$ cat src/rtl/exp_add_sched.sv
// Shared exponent adder: round-robin arbitration over NREQ requesters feeding
// a two-stage pipeline (issue register X, result register R) with a
// valid/ready response port. Throughput one op per cycle, latency two cycles.
module exp_add_sched #(
  parameter int NREQ  = 3,
  parameter int WIDTH = 13
) (
  input  logic                  clk,
  input  logic                  reset,
  input  logic [NREQ-1:0]       req_valid,
  output logic [NREQ-1:0]       req_ready,
  input  logic [NREQ*WIDTH-1:0] req_a,
  input  logic [NREQ*WIDTH-1:0] req_b,
  input  logic [NREQ-1:0]       req_cin,
  input  logic [NREQ-1:0]       req_sub,
  output logic                  rsp_valid,
  input  logic                  rsp_ready,
  output logic [1:0]            rsp_id,
  output logic [WIDTH-1:0]      rsp_sum,
  output logic                  rsp_cout,
  output logic                  busy
);

  logic             x_valid_q;
  logic [WIDTH-1:0] x_a_q, x_b_q;
  logic             x_cin_q, x_sub_q;
  logic [1:0]       x_id_q;

  logic             r_valid_q;
  logic [WIDTH-1:0] r_sum_q;
  logic             r_cout_q;
  logic [1:0]       r_id_q;

  logic [1:0]       ptr_q, ptr_d;

  logic             advance, x_can_accept, accept;
  logic             found;
  logic [1:0]       win, idx;
  logic [3:0]       valid_pad;

  logic [WIDTH-1:0] a_sel, b_sel;
  logic             cin_sel, sub_sel;

  logic [WIDTH-1:0] b_eff;
  logic             c_eff;
  logic [WIDTH:0]   add_res;

  // X moves into R whenever R is empty or is being drained this cycle.
  assign advance      = x_valid_q && (!r_valid_q || rsp_ready);
  assign x_can_accept = !x_valid_q || advance;
  assign valid_pad    = 4'(req_valid);

  // Round-robin search starting at ptr, wrapping at NREQ.
  always_comb begin
    found = 1'b0;
    win   = 2'd0;
    idx   = ptr_q;
    for (int k = 0; k < NREQ; k++) begin
      if (!found && valid_pad[idx]) begin
        found = 1'b1;
        win   = idx;
      end
      idx = (idx == 2'(NREQ - 1)) ? 2'd0 : idx + 2'd1;
    end
  end

  // Reset gating keeps req_ready low even though X looks empty during reset.
  assign accept = found && x_can_accept && !reset;

  // One-hot grant to the winner only.
  always_comb begin
    req_ready = '0;
    for (int i = 0; i < NREQ; i++) begin
      req_ready[i] = accept && (win == 2'(i));
    end
  end

  // Operand mux for the winning requester.
  always_comb begin
    a_sel   = '0;
    b_sel   = '0;
    cin_sel = 1'b0;
    sub_sel = 1'b0;
    for (int i = 0; i < NREQ; i++) begin
      if (win == 2'(i)) begin
        a_sel   = req_a[i*WIDTH +: WIDTH];
        b_sel   = req_b[i*WIDTH +: WIDTH];
        cin_sel = req_cin[i];
        sub_sel = req_sub[i];
      end
    end
  end

  // Pointer moves past the winner only on an accepted transfer.
  always_comb begin
    ptr_d = ptr_q;
    if (accept) begin
      ptr_d = (win == 2'(NREQ - 1)) ? 2'd0 : win + 2'd1;
    end
  end

  // Subtract is A + ~B + 1; the carry-in is ignored in that mode.
  always_comb begin
    b_eff   = x_sub_q ? ~x_b_q : x_b_q;
    c_eff   = x_sub_q | x_cin_q;
    add_res = {1'b0, x_a_q} + {1'b0, b_eff} + {{WIDTH{1'b0}}, c_eff};
  end

  // Issue register X and arbitration pointer.
  always_ff @(posedge clk or posedge reset) begin
    if (reset) begin
      x_valid_q <= 1'b0;
      x_a_q     <= '0;
      x_b_q     <= '0;
      x_cin_q   <= 1'b0;
      x_sub_q   <= 1'b0;
      x_id_q    <= 2'd0;
      ptr_q     <= 2'd0;
    end else begin
      ptr_q <= ptr_d;
      if (accept) begin
        x_valid_q <= 1'b1;
        x_a_q     <= a_sel;
        x_b_q     <= b_sel;
        x_cin_q   <= cin_sel;
        x_sub_q   <= sub_sel;
        x_id_q    <= win;
      end else if (advance) begin
        x_valid_q <= 1'b0;
      end
    end
  end

  // Result register R; holds steady while the consumer stalls.
  always_ff @(posedge clk or posedge reset) begin
    if (reset) begin
      r_valid_q <= 1'b0;
      r_sum_q   <= '0;
      r_cout_q  <= 1'b0;
      r_id_q    <= 2'd0;
    end else if (advance) begin
      r_valid_q <= 1'b1;
      r_sum_q   <= add_res[WIDTH-1:0];
      r_cout_q  <= add_res[WIDTH];
      r_id_q    <= x_id_q;
    end else if (r_valid_q && rsp_ready) begin
      r_valid_q <= 1'b0;
    end
  end

  assign rsp_valid = r_valid_q;
  assign rsp_id    = r_id_q;
  assign rsp_sum   = r_sum_q;
  assign rsp_cout  = r_cout_q;
  assign busy      = x_valid_q | r_valid_q;

endmodule

$ cat config.mk
export PLATFORM = sky130hd
export DESIGN_NAME = exp_add_sched
export DESIGN_NICKNAME = d
export VERILOG_FILES = /design/src/rtl/exp_add_sched.sv
export SDC_FILE = /design/constraint.sdc
export NUM_CORES = 1
export LEC_CHECK = 0
export ABC_AREA = 1
export BUFFER_PORTS_ARGS = -buffer_cell sky130_fd_sc_hd__buf_2
export CORE_MARGIN = 3
export CORE_UTILIZATION = 25
export DETAILED_ROUTE_END_ITERATION = 10
export PLACE_DENSITY_LB_ADDON = 0.1
export SYNTH_ARGS = -nofsm -noshare
export SYNTH_HDL_FRONTEND = slang
export SYNTH_SLANG_ARGS = --single-unit
$ cat constraint.sdc
create_clock -name clk -period 4 [get_ports clk]
set_clock_uncertainty 0.05 [all_clocks]
set_input_delay 0.2 -clock clk [delete_from_list [all_inputs] [get_ports clk]]
set_output_delay 0.2 -clock clk [all_outputs]
set_load 0.01 [all_outputs]
Yosys cells after proc, flatten, opt, wreduce, memory -nomap -nowiden
Cells that the tools add are included.
Storage, ports and cells
  register bits: 50
  input bits: 90
  output and inout bits: 21
  logic and storage cells: 77
Cells by class
  eq/ne operators: 4
  multiplexer cells: 32
  $add $sub $neg: 5
  reduce and logical (&&, ||, !) cells: 19
  order comparisons: 3
  bitwise operators: 3
Operator list (number)
  13-bit 2-to-1 mux: 7
  1-bit 2-to-1 mux: 16
  13-bit by 13-bit adder with 14-bit output: 1
  14-bit by 1-bit adder with 14-bit output: 1
  13-bit inverter: 1
  2-bit 2-to-1 mux: 6
  1-bit logical AND: 9
  2-bit by 3-bit less-than comparator with 1-bit output (second input constant): 3
  2-bit by 1-bit adder with 2-bit output (second input constant): 3
  1-bit binary-select mux with 2-bit select: 3
  2-bit equality test (second input constant): 3
  1-bit zero test: 5
  2-bit nonzero test: 2
  2-bit by 1-bit equality test with 1-bit output (second input constant): 1
  2-bit zero test: 1
  1-bit logical OR: 2
  1-bit OR: 2

Depth between registers and ports, before layout
  word-level depth: 13
  mapped depth: 13
  mapped depth without buffers: 11

Worst setup path after synthesis
Ideal clock, no wire load.
  path type: reg-to-reg
  start point: reg x_sub_q
  end point: reg r_sum_q[8] (netlist: rsp_sum[8])
  clock period less this slack: 2.723 ns
  stages on the path, launching flop included: 14
  required time: 3.867 ns
  arrival time: 2.591 ns
  library setup time: 0.083 ns
  path slack: 1.277 ns
  path buffers: 2
  path through: dfrtp_1 clkbuf_1 buf_1 xnor2_1 fa_1 inv_1 fa_1 nand3_1 nand2_1 a21boi_0 o21ai_0 nand2_1 nand2_1 o21ai_0
On the way
  longest elaborated chain between the ends: 3
  elaborated cells on any way between the ends: 4
  classes of those cells: add/sub (2); mux (1); bitwise (1)
RTL lines
  from (decl): RTL line 26  | logic x_cin_q, x_sub_q;
  from (signal assigned): RTL line 126  | x_sub_q <= sub_sel;
  13-bit 2-to-1 mux: RTL line 104  | b_eff = x_sub_q ? ~x_b_q : x_b_q;
  13-bit by 13-bit adder with 14-bit output: RTL line 106  | add_res = {1'b0, x_a_q} + {1'b0, b_eff} + {{WIDTH{1'b0}}, c_eff};
  14-bit by 1-bit adder with 14-bit output *: RTL line 106
  to (signal assigned): RTL line 143  | r_sum_q <= add_res[WIDTH-1:0];
  to (decl): RTL line 30  | logic [WIDTH-1:0] r_sum_q;
Every way passes the cells marked *; elsewhere a longest branch is shown, timed or not.
A chain may end at the register's enable or synchronous reset.

Worst setup path in the final report
Same ends and word-level chain as after synthesis.

==> results_dict.tcl <==
set metrics [dict create \
    grt_pass1_wl_microns 17000 \
    antenna_cells 0 \
    grtUsageMet1 0.204 \
    grt_pass1_vias 3356 \
    maxCapViolCount 0 \
    synth_fp_nets 599 \
    leakagePower_nw 2.33 \
    port-buffer-count 110 \
    rsz0062_at_grt "no" \
    yosysSeqAreaShare 0.366 \
    fp.dieH_microns 123 \
    final_layout_size_suffix_gt1_frac 0.228 \
    row_count 42 \
    maxSlewViolCount 0 \
    tns_ns 0 \
    cts_root_buffer "clkbuf_16" \
    reg2reg_from "x_sub_q" \
    slew-limit-headroom 0.540 \
    cp.arrival_ns 2.85 \
    status "complete, no violations" \
    cts_buffer_depth 2 \
    hp-class "in2async" \
    drc 0 \
    die_w_microns 123 \
    synth_most_common_cell "nand2_1" \
    final_net_count 699 \
    synth_ff_type "dfrtp_1" \
    num_io_pins 111 \
    drt_iter0_drc 123 \
    regToRegEndpoint "rsp_sum[8]" \
    numCtsBuffers 5 \
    cp.required_ns 4.16 \
    ys_seq_elements 50 \
    synth_edf_count 0 \
    synth.avg_cell_area_sq_um 6.91 \
    clkPwrFrac 0.106 \
    crit_path_start "x_sub_q" \
    grt_use_met2 0.220 \
    core_area_sq_um 13300 \
    startpoint_type "flop" \
    max_freq_ghz 0.372 \
    p_comb_frac 0.653 \
    drtAntennaViolNets 0 \
    vdd_ir_drop_max_v 0.000341 \
    synthesis.instances 495 \
    drt_pass1_iterations 7 \
    finalCritPeriodShare 0.671 \
    yosys.area.top_type "dfrtp_1" \
    powerDensity_nw_per_um2 943 \
    multi_input_area_sq_um 1910 \
    p_int_mw 1.99 \
    synth_common_cells "nand2_1, dfrtp_1, nand3_1" \
    grt_max_degree 51 \
    overflow 0 \
    routed_wl_microns 10100 \
    die_area_sq_um 15100 \
    ctsHtreeMaxLevel 2 \
    cts.sinks 50 \
    dp.final_hpwl_microns 7910 \
    seq_power_share 0.242 \
    clk_pin_slew_worst_paths_ns 0.07 \
    endpoint_kind "flop" \
    yosysWarnings 0 \
    post_cts_buffers 0 \
    cts_tree "done" \
    start_util 0.257 \
    whs_ns 0.0722 \
    fillers 1458 \
    syn_area_sq_um 3420 \
    yosys-top-cells-area "dfrtp_1, nand2_1, nand3_1, ha_1, a21oi_1" \
    regArea_sq_um 1250 \
    ys_types 31 \
    r2r_slack_ns 1.31 \
    gp_congestion 0.806 \
    vias 3337 \
    netSwitchingPower_mw 2.03 \
    cp_max_fo 15 \
    worstSetupEndpoint "rsp_sum[8]" \
    swShare 0.504 \
    async_reset_ff_frac 1.00 \
    use_met3 0.0306 \
    fin_crit_ns 2.69 \
    grt.total_usage 0.140 \
    busiest_layer "met2" \
    setup_violations 0 \
    tightest_slew_ns 0.688 \
    critPathKind "reg2reg" \
    antenna_found_initial 0 \
    synthToLayoutAreaGrowth_pct 24.6 \
    clk_latency_ns 0.29 \
    synth_top_area_share 0.366 \
    viasPerCell 4.32 \
    reg2reg_depth 11 \
    cts_resized 0 \
    wl_per_cell_microns 13.0 \
    cts.hold.buffers_added 0 \
    hold_viol 0 \
]
[layer usage]
layer  wire, microns  vias to the layer above
li1                -                     1768
met1            5060                     1472
met2            4400                       92
met3             556                        5
met4              55                        0
met5               0                        -
[through the flow]
| stage | cell area, sq um | power [mW] | utilization | std cells | setup slack (ns) |
|---|---|---|---|---|---|
| floorplan | 3420 | 2.91 | - | 495 | 1.28 |
| finish | 4260 | 4.02 | 0.321 | 772 | 1.31 |
| global placement | 4120 | 3.64 | 0.310 | 764 | 1.36 |
| global route | 4260 | 4.54 | 0.321 | 772 | 1.03 |
| detailed placement | 4120 | 3.64 | 0.310 | 764 | 1.30 |
| CTS | 4260 | 4.09 | 0.321 | 772 | 1.28 |
[cell usage in the layout, fill, tap and decap left out, types with 2 or more instances in the layout]
master	netlist	layout
nand2_1	188	188
buf_2	10	110
dfrtp_1	50	50
nand3_1	43	43
inv_1	35	34
nor2_1	29	29
a21oi_1	27	27
o21ai_0	18	18
or2_0	14	14
xor2_1	14	14
ha_1	12	12
inv_2	5	6
or2_2	6	6
o211ai_1	5	5
clkbuf_16	0	5
nand4_1	4	4
or2_1	4	4
clkinv_1	4	4
xnor2_1	4	4
a21boi_0	3	3
buf_4	0	3
fa_1	2	2
[registers in the layout, indices dropped and copies added, names as in the netlist]
register   count
rsp_sum       13
x_a_q         13
x_b_q         13
ptr_q          2
rsp_id         2
x_id_q         2
rsp_cout       1
rsp_valid      1
x_cin_q        1
x_sub_q        1
x_valid_q      1
[power groups by stage]
stage,Sequential [mW],Combinational [mW],Clock [mW]
2_1_floorplan,0.936,1.97,0
3_3_place_gp,0.989,2.65,0
3_5_place_dp,0.988,2.65,0
4_1_cts,0.981,2.67,0.439
5_1_grt,1.01,3.06,0.460
6_report,0.972,2.62,0.425
[kinds of logic (layout without fill, tap and decap cells)]
group	after synthesis	after routing	synth area share
buffers and inverters	64	165	0.0761
xor gates and xnor gates	18	18	0.0461
and+or+nand+nor	291	291	0.360
DFF	50	50	0.366
adders and majority gates	14	14	0.0556
AOI/OAI and AO/OA	58	58	0.0962
[worst min-delay path by stage]
stage / from / to / slack (ns) / cells after the start
floorplan: rsp_ready / rsp_valid / 0.33 / 3
finish: reset / rsp_valid / 0.07 / 3
CTS: reset / rsp_valid / 0.11 / 3
global placement: reset / rsp_id[1] / 0.41 / 3
global route: reset / rsp_valid / 0.15 / 3
detailed placement: rsp_sum[10] / rsp_sum[10] / 0.41 / 2
[worst max-delay path, stage by stage (launching register included)]
cell      delay (ns)
dfrtp_1         0.77
xnor2_1         0.22
fa_1            0.20
inv_1           0.06
fa_1            0.42
nand3_1         0.11
nand2_1         0.10
a21boi_0        0.27
o21ai_0         0.15
nand2_1         0.08
nand2_1         0.04
o21ai_0         0.13
[final cells by class]
cell class / count / area share
clock buffer: 6 / 0.0302
clock inverter: 2 / 0.00323
inverter: 44 / 0.0388
multi-input combinational: 381 / 0.448
sequential: 50 / 0.294
tap: 176 / 0.0517
timing repair buffer: 113 / 0.134
Power figures use the tool's default switching activity.
